===== config.mk =====
export PLATFORM = sky130hd
export DESIGN_NAME = ili9341_rect_fill_sequencer
export DESIGN_NICKNAME = d
export VERILOG_FILES = /design/src/rtl/ili9341_rect_fill_sequencer.sv
export SDC_FILE = /design/constraint.sdc
export NUM_CORES = 1
export LEC_CHECK = 0
export BUFFER_PORTS_ARGS = -buffer_cell sky130_fd_sc_hd__buf_2
export CORE_MARGIN = 4
export CORE_UTILIZATION = 50
export DETAILED_ROUTE_END_ITERATION = 7
export PLACE_DENSITY = 0.68
export SYNTH_ARGS = -nofsm -noshare
export SYNTH_HDL_FRONTEND = slang
export SYNTH_SLANG_ARGS = --single-unit

===== constraint.sdc =====
create_clock -name clk -period 19.7 [get_ports clk]
set_clock_uncertainty 0.1 [all_clocks]
set_input_delay 0.985 -clock clk [delete_from_list [all_inputs] [get_ports clk]]
set_output_delay 0.985 -clock clk [all_outputs]
set_load 0.03 [all_outputs]

===== src/rtl/ili9341_rect_fill_sequencer.sv =====
// Fill-rectangle -> ILI9341 byte stream (CASET/PASET/RAMWR + RGB565 pixels); first byte the cycle after accept, then one byte per handshake.
// Backpressure: tx_valid holds with tx_data/tx_dc stable until tx_ready; requests only accepted in IDLE.
module ili9341_rect_fill_sequencer #(
  parameter int WIDTH  = 240,
  parameter int HEIGHT = 320,
  parameter int CW     = 9,
  parameter int NW     = $clog2(WIDTH*HEIGHT+1)
) (
  input  logic          clk,
  input  logic          rst,
  input  logic          req_valid,
  output logic          req_ready,
  input  logic [CW-1:0] req_x0,
  input  logic [CW-1:0] req_y0,
  input  logic [CW-1:0] req_x1,
  input  logic [CW-1:0] req_y1,
  input  logic [15:0]   req_color,
  output logic          tx_valid,
  input  logic          tx_ready,
  output logic [7:0]    tx_data,
  output logic          tx_dc,
  output logic          busy,
  output logic          done,
  output logic          err
);

  typedef enum logic [2:0] {
    S_IDLE, S_CASET, S_CASET_ARG, S_PASET, S_PASET_ARG, S_RAMWR, S_PIX_HI, S_PIX_LO
  } state_t;

  localparam logic [CW:0] X_LIM = (CW+1)'(WIDTH);
  localparam logic [CW:0] Y_LIM = (CW+1)'(HEIGHT);

  state_t        state;
  logic [1:0]    arg_idx;
  logic [NW-1:0] pix_cnt;
  logic [CW-1:0] x0_q, y0_q, x1_q, y1_q;
  logic [15:0]   color_q;

  logic          req_ok;
  logic [NW-1:0] span_x, span_y, area;

  assign req_ok = (req_x0 <= req_x1) && (req_y0 <= req_y1) &&
                  ({1'b0, req_x1} < X_LIM) && ({1'b0, req_y1} < Y_LIM);
  // Spans are widened before the multiply so a full-panel fill does not wrap.
  assign span_x = NW'(req_x1) - NW'(req_x0) + NW'(1);
  assign span_y = NW'(req_y1) - NW'(req_y0) + NW'(1);
  assign area   = span_x * span_y;

  function automatic logic [7:0] arg_byte(input logic [CW-1:0] a, input logic [CW-1:0] b,
                                          input logic [1:0] idx);
    logic [15:0] a16;
    logic [15:0] b16;
    a16 = 16'(a);
    b16 = 16'(b);
    case (idx)
      2'd0:    arg_byte = a16[15:8];
      2'd1:    arg_byte = a16[7:0];
      2'd2:    arg_byte = b16[15:8];
      default: arg_byte = b16[7:0];
    endcase
  endfunction

  always_ff @(posedge clk) begin
    if (rst) begin
      state     <= S_IDLE;
      req_ready <= 1'b1;
      tx_valid  <= 1'b0;
      tx_data   <= 8'h00;
      tx_dc     <= 1'b0;
      busy      <= 1'b0;
      done      <= 1'b0;
      err       <= 1'b0;
      arg_idx   <= 2'd0;
      pix_cnt   <= '0;
      x0_q      <= '0;
      y0_q      <= '0;
      x1_q      <= '0;
      y1_q      <= '0;
      color_q   <= 16'h0000;
    end else begin
      done <= 1'b0;
      err  <= 1'b0;
      case (state)
        S_IDLE: begin
          if (req_valid) begin
            x0_q    <= req_x0;
            y0_q    <= req_y0;
            x1_q    <= req_x1;
            y1_q    <= req_y1;
            color_q <= req_color;
            if (req_ok) begin
              pix_cnt   <= area;
              arg_idx   <= 2'd0;
              state     <= S_CASET;
              tx_valid  <= 1'b1;
              tx_data   <= 8'h2A;
              tx_dc     <= 1'b0;
              busy      <= 1'b1;
              req_ready <= 1'b0;
            end else begin
              // Rejected: stay idle and report it without touching the bus.
              done <= 1'b1;
              err  <= 1'b1;
            end
          end
        end
        S_CASET: begin
          if (tx_ready) begin
            state   <= S_CASET_ARG;
            arg_idx <= 2'd0;
            tx_data <= arg_byte(x0_q, x1_q, 2'd0);
            tx_dc   <= 1'b1;
          end
        end
        S_CASET_ARG: begin
          if (tx_ready) begin
            arg_idx <= arg_idx + 2'd1;
            if (arg_idx == 2'd3) begin
              state   <= S_PASET;
              tx_data <= 8'h2B;
              tx_dc   <= 1'b0;
            end else begin
              tx_data <= arg_byte(x0_q, x1_q, arg_idx + 2'd1);
            end
          end
        end
        S_PASET: begin
          if (tx_ready) begin
            state   <= S_PASET_ARG;
            arg_idx <= 2'd0;
            tx_data <= arg_byte(y0_q, y1_q, 2'd0);
            tx_dc   <= 1'b1;
          end
        end
        S_PASET_ARG: begin
          if (tx_ready) begin
            arg_idx <= arg_idx + 2'd1;
            if (arg_idx == 2'd3) begin
              state   <= S_RAMWR;
              tx_data <= 8'h2C;
              tx_dc   <= 1'b0;
            end else begin
              tx_data <= arg_byte(y0_q, y1_q, arg_idx + 2'd1);
            end
          end
        end
        S_RAMWR: begin
          if (tx_ready) begin
            state   <= S_PIX_HI;
            tx_data <= color_q[15:8];
            tx_dc   <= 1'b1;
          end
        end
        S_PIX_HI: begin
          if (tx_ready) begin
            state   <= S_PIX_LO;
            tx_data <= color_q[7:0];
          end
        end
        S_PIX_LO: begin
          if (tx_ready) begin
            pix_cnt <= pix_cnt - NW'(1);
            if (pix_cnt == NW'(1)) begin
              state     <= S_IDLE;
              tx_valid  <= 1'b0;
              tx_data   <= 8'h00;
              tx_dc     <= 1'b0;
              busy      <= 1'b0;
              req_ready <= 1'b1;
              done      <= 1'b1;
            end else begin
              state   <= S_PIX_HI;
              tx_data <= color_q[15:8];
            end
          end
        end
        default: state <= S_IDLE;
      endcase
    end
  end

endmodule


# == Yosys cells after proc, flatten, opt, wreduce, memory -nomap -nowiden ==
# Cells that the tools add are included.
# word_totals
register_bits,87
in_bits,56
word_cells,128
# classes
n_addsub,6
multipliers,1
magnitude_cmp,4
n_eq_ne,27
n_mux,56
bitwise,1
reduce_logical,19
# op_table
op,n
2-to-1 mux 8 bit,12
case mux 8 bit (8 select lines),1
2-to-1 mux 17 bit,3
case mux 8 bit (3 select lines),2
2-to-1 mux 3 bit,12
case mux 17 bit (2 select lines),1
"!= test 2 bit, second input constant",12
case mux 3 bit (8 select lines),1
"adder 10 x 2 -> 11 bit, second input constant",2
subtractor 9 x 9 -> 10 bit,2
<= comparator 9 bit,2
"== test 17 x 1 -> 1 bit, second input constant",1
multiplier 11 x 11 -> 17 bit,1
"subtractor 17 x 1 -> 17 bit, second input constant",1
2-to-1 mux 1 bit,15
"== test 3 bit, second input constant",4
AND reduction 11 bit,1
AND reduction 5 bit,2
"< comparator 9 x 8 -> 1 bit, second input constant",1
"< comparator 9 bit, second input constant",1
AND reduction 9 bit,1
2-to-1 mux 2 bit,4
"!= test 2 x 1 -> 1 bit, second input constant",4
AND reduction 8 bit,1
other kinds (19),27

# == Logic depth before layout (Yosys ltp) ==
# logic_depth
word_depth,7
depth_mapped,32

# == Worst setup path before layout ==
# No wires, ideal clock.
# synth_path
kind,input -> register
startpoint,input port req_x1[0]
endpoint,register pix_cnt[16]
setup_time_ns,0.131
arrival_time_ns,7.522
t_required_ns,19.469
setup_slack_ns,11.947
cell_stages,27
path_cell_list,inv_1 ha_1 inv_1 fa_1 a211o_1 a21o_1 a21oi_2 xor2_2 nor4_2 a21boi_0 nand2_1 fa_1 fa_1 fa_1 inv_1 fa_1 inv_1 fa_1 inv_1 ha_1 or2_2 a21oi_1 a31oi_1 xnor3_1 xnor3_1 nand2_1 a21oi_2
# synth_via
elab_chain_cells,6
elab_cells_between_ends,13
# synth_rtl
item,line,rtl
from (decl),15,"input logic [CW-1:0] req_x1,"
subtractor 9 x 9 -> 10 bit / <= comparator 9 bit (equally long branches),"46, 43",
adder 10 x 2 -> 11 bit / logical AND 1 bit (equally long branches),"46, 43",
multiplier 11 x 11 -> 17 bit / logical AND 1 bit (equally long branches),"48, 43",
2-to-1 mux 17 bit / logical AND 1 bit (equally long branches),"92, 44",
2-to-1 mux 17 bit / != test 2 bit (equally long branches),n/a,
case mux 17 bit (2 select lines) / AND reduction 4 bit (equally long branches),n/a,
to (signal assigned),93,pix_cnt <= area;
to (signal assigned),163,pix_cnt <= pix_cnt - NW'(1);
to (decl),36,logic [NW-1:0] pix_cnt;
# Parallel ways exist; a longest one is shown, timed or not. The select of a mux whose other input is x is not followed.
# A chain may end at the register's enable or synchronous reset.

# == Final worst setup path ==
# Ends and elaborated chain as after synthesis.

==> results.yml <==
outcome:
  status: "finished, final reports clean"
sta:
  hold-worst-slack_ns: 0.356
  setup_slack_ns: 11.65
  rsz0062_at_grt: "false"
  report.final.setup_viol: 0
  tightest_slew_ns: 1.15
  hold_viol_final: 0
  tns_ns: 0
  period_minus_slack_ns: 8.05
  fin_crit_sh_pct: 40.9
  slew_viol_final: 0
  max_freq_mhz: 124
  slew_headroom_pct: 22.9
critical_path:
  crit_arrival_ns: 8.15
  slowest_stage: "xnor2_1"
  start_kind: "input pin"
  critPathKind: "in -> reg"
  crit_required_ns: 19.80
  slowest_delay_ns: 0.67
  startpoint: "req_x1[0]"
  crit_path_max_fanout: 9
  endpoint_kind: "flip-flop"
  r2r_start: "state[1]"
final_layout:
  area_growth_pct: 7.96
  multi_input_area_um2: 6660
  stdcell_area_um2: 9970
  ff_latch_area_um2: 1740
  drive_gt1_share_pct: 10.1
  num-fill-cells: 1749
  n_antenna_cell: 0
  finalNetCount: 1417
clock_tree:
  hold_buffers: 0
  cts_setup_buffers: 0
  cts.sinks: 87
  clockBufferDepth: 2
  ctsRootBufferMaster: "clkbuf_16"
  clkTransAtPathRegs_ns: 0.07
  clk-insertion-delay-late_ns: 0.35
  cts_buffers: 9
  postCtsResizedCells: 0
  cts_tree: "done"
  cts-htree-levels: 3
synthesis:
  synth_edf_count: 0
  synth_cell_types: 76
  netlist_top_cells_count: "nand2_1 (192), inv_1 (162), a21oi_1 (105)"
  synthMuxAreaShare_pct: 0.907
  synth-xor-area-share_pct: 5.58
  syn_nets: 1389
  avgSynthCellArea_um2: 7.84
  synth_top_family_by_area: "adder cells"
  synth_top_area_cell: "dfxtp_1"
  synth_most_common_cell: "nand2_1"
  yosys_warnings: 0
  synth_compound_area_share_pct: 16.2
  yosys.area_share.simple_pct: 21.5
  ys_async_sr_fraction_pct: 0
  netlist_area_um2: 9240
  synthAdderAreaFrac_pct: 27.8
  synth_seq_cells: 87
  synth.top_cells.by_area: "dfxtp_1 (19%), fa_1 (19%), ha_1 (9.2%), nand2_1 (7.8%), inv_1 (6.6%)"
  ys.flop_type: "dfxtp_1"
  seq_area_frac_synth_pct: 18.9
  syn_inst: 1179
  synth_top_area_share_pct: 18.9
drt:
  drc_errors: 0
  drt_iter0_markers: 479
  vias: 7897
  vias_per_cell: 5.48
  drt-total-wl_mm: 22.8
  first_pass_iters: 5
  wl_per_cell_um: 15.8
  ant_nets: 0
place:
  placed_area_um2: 9670
  gp_congestion: 0.949
  dp_slack_ns: 11.31
  dp.final_hpwl_mm: 17.9
  portBuffers: 69
die:
  core-area_um2: 18100
  num_rows: 49
  initial_core_util_pct: 51.1
  num_io_pins: 70
  die-area_um2: 20700
  die_height_um: 144
  die_w_um: 144
grt:
  use_met2_pct: 37.5
  grt_overflow: 0
  top_usage_layer: "met2"
  grt_pass1_wl_mm: 38.6
  met1_usage_pct: 33.0
  track_usage_pct: 23.1
  grt_use_met3_pct: 3.93
  grt_max_degree: 88
  first_global_vias: 7744
  antenna_found_initial: 0
hold_path:
  min-delay-start: "x0_q[0]"
  hp-class: "reg -> reg"
flow_run:
  cap_violations: 0
-- per-stage QoR --
step	util, %	cells
after detailed placement	53.5	1425
after global routing	55.1	1441
after floorplan	-	1179
after CTS	55.1	1441
after global placement	53.5	1425
final	55.1	1441
-- critical path, delay by kind of cell --
family          cells  cell delay [ns]
buf+inv             7             0.47
fa+ha+maj           8             3.57
xor+xnor            4             1.54
simple gates        4             0.67
compound gates      6             0.92
-- path summary, 6_finish.rpt --
check	end	slack [ns]	depth (start not counted)
hold / removal	x0_q[0]	0.36	2
setup / recovery	pix_cnt[16]	11.65	29
hold reg to reg	x0_q[0]	0.36	2
setup reg to reg	state[0]	16.12	7
-- final cells by class --
type	count	area share (%)
Clock buffer	9	2.26
Clock inverter	7	0.740
Inverter	164	6.17
Multi-Input combinational cell	873	66.8
Sequential cell	87	17.5
Tap cell	229	2.87
Timing Repair Buffer	72	3.69
-- per-layer routing --
metal / wire, µm / part of all wire (%)
met2: 10800 / 47
met5: 0 / 0
met4: 269 / 1.2
met1: 10700 / 47
met3: 1050 / 4.6
-- cell families after synthesis --
kind of cell,Yosys count
AOI/OAI and AO/OA,240
adders and majority gates,154
DFF,87
muxes,8
buffers and inverters,219
xor gates and xnor gates,48
and+or+nand+nor,423
-- state kept, by name (all words and copies together), names as in the netlist, 2 cells and up --
| signal | flops |
|---|---|
| state | 3 |
| color_q | 16 |
| x1_q | 9 |
| tx_data | 8 |
| x0_q | 9 |
| pix_cnt | 17 |
| arg_idx | 2 |
| y0_q | 9 |
| y1_q | 9 |
-- placed cells by master, fill, tap and decap left out, drive strengths merged, types with 9 or more instances in the layout --
cell type  Yosys  final
o21ai         41     41
nand3         15     15
nor2          96     96
nor4           9      9
nor2b         12     12
xnor2         29     29
inv          162    165
nand2        192    192
clkbuf        47      9
a21oi        108    108
nor3          14     14
nand2b        18     18
nand4          9      9
and2          29     29
a21o           9      9
dfxtp         87     87
a211oi        19     19
ha            68     68
fa            86     86
buf            8     72
xor2          15     15
Power is left out: the tool's default activity adds up to more than one toggle a clock period on the data nets, which glitch-free logic cannot reach.
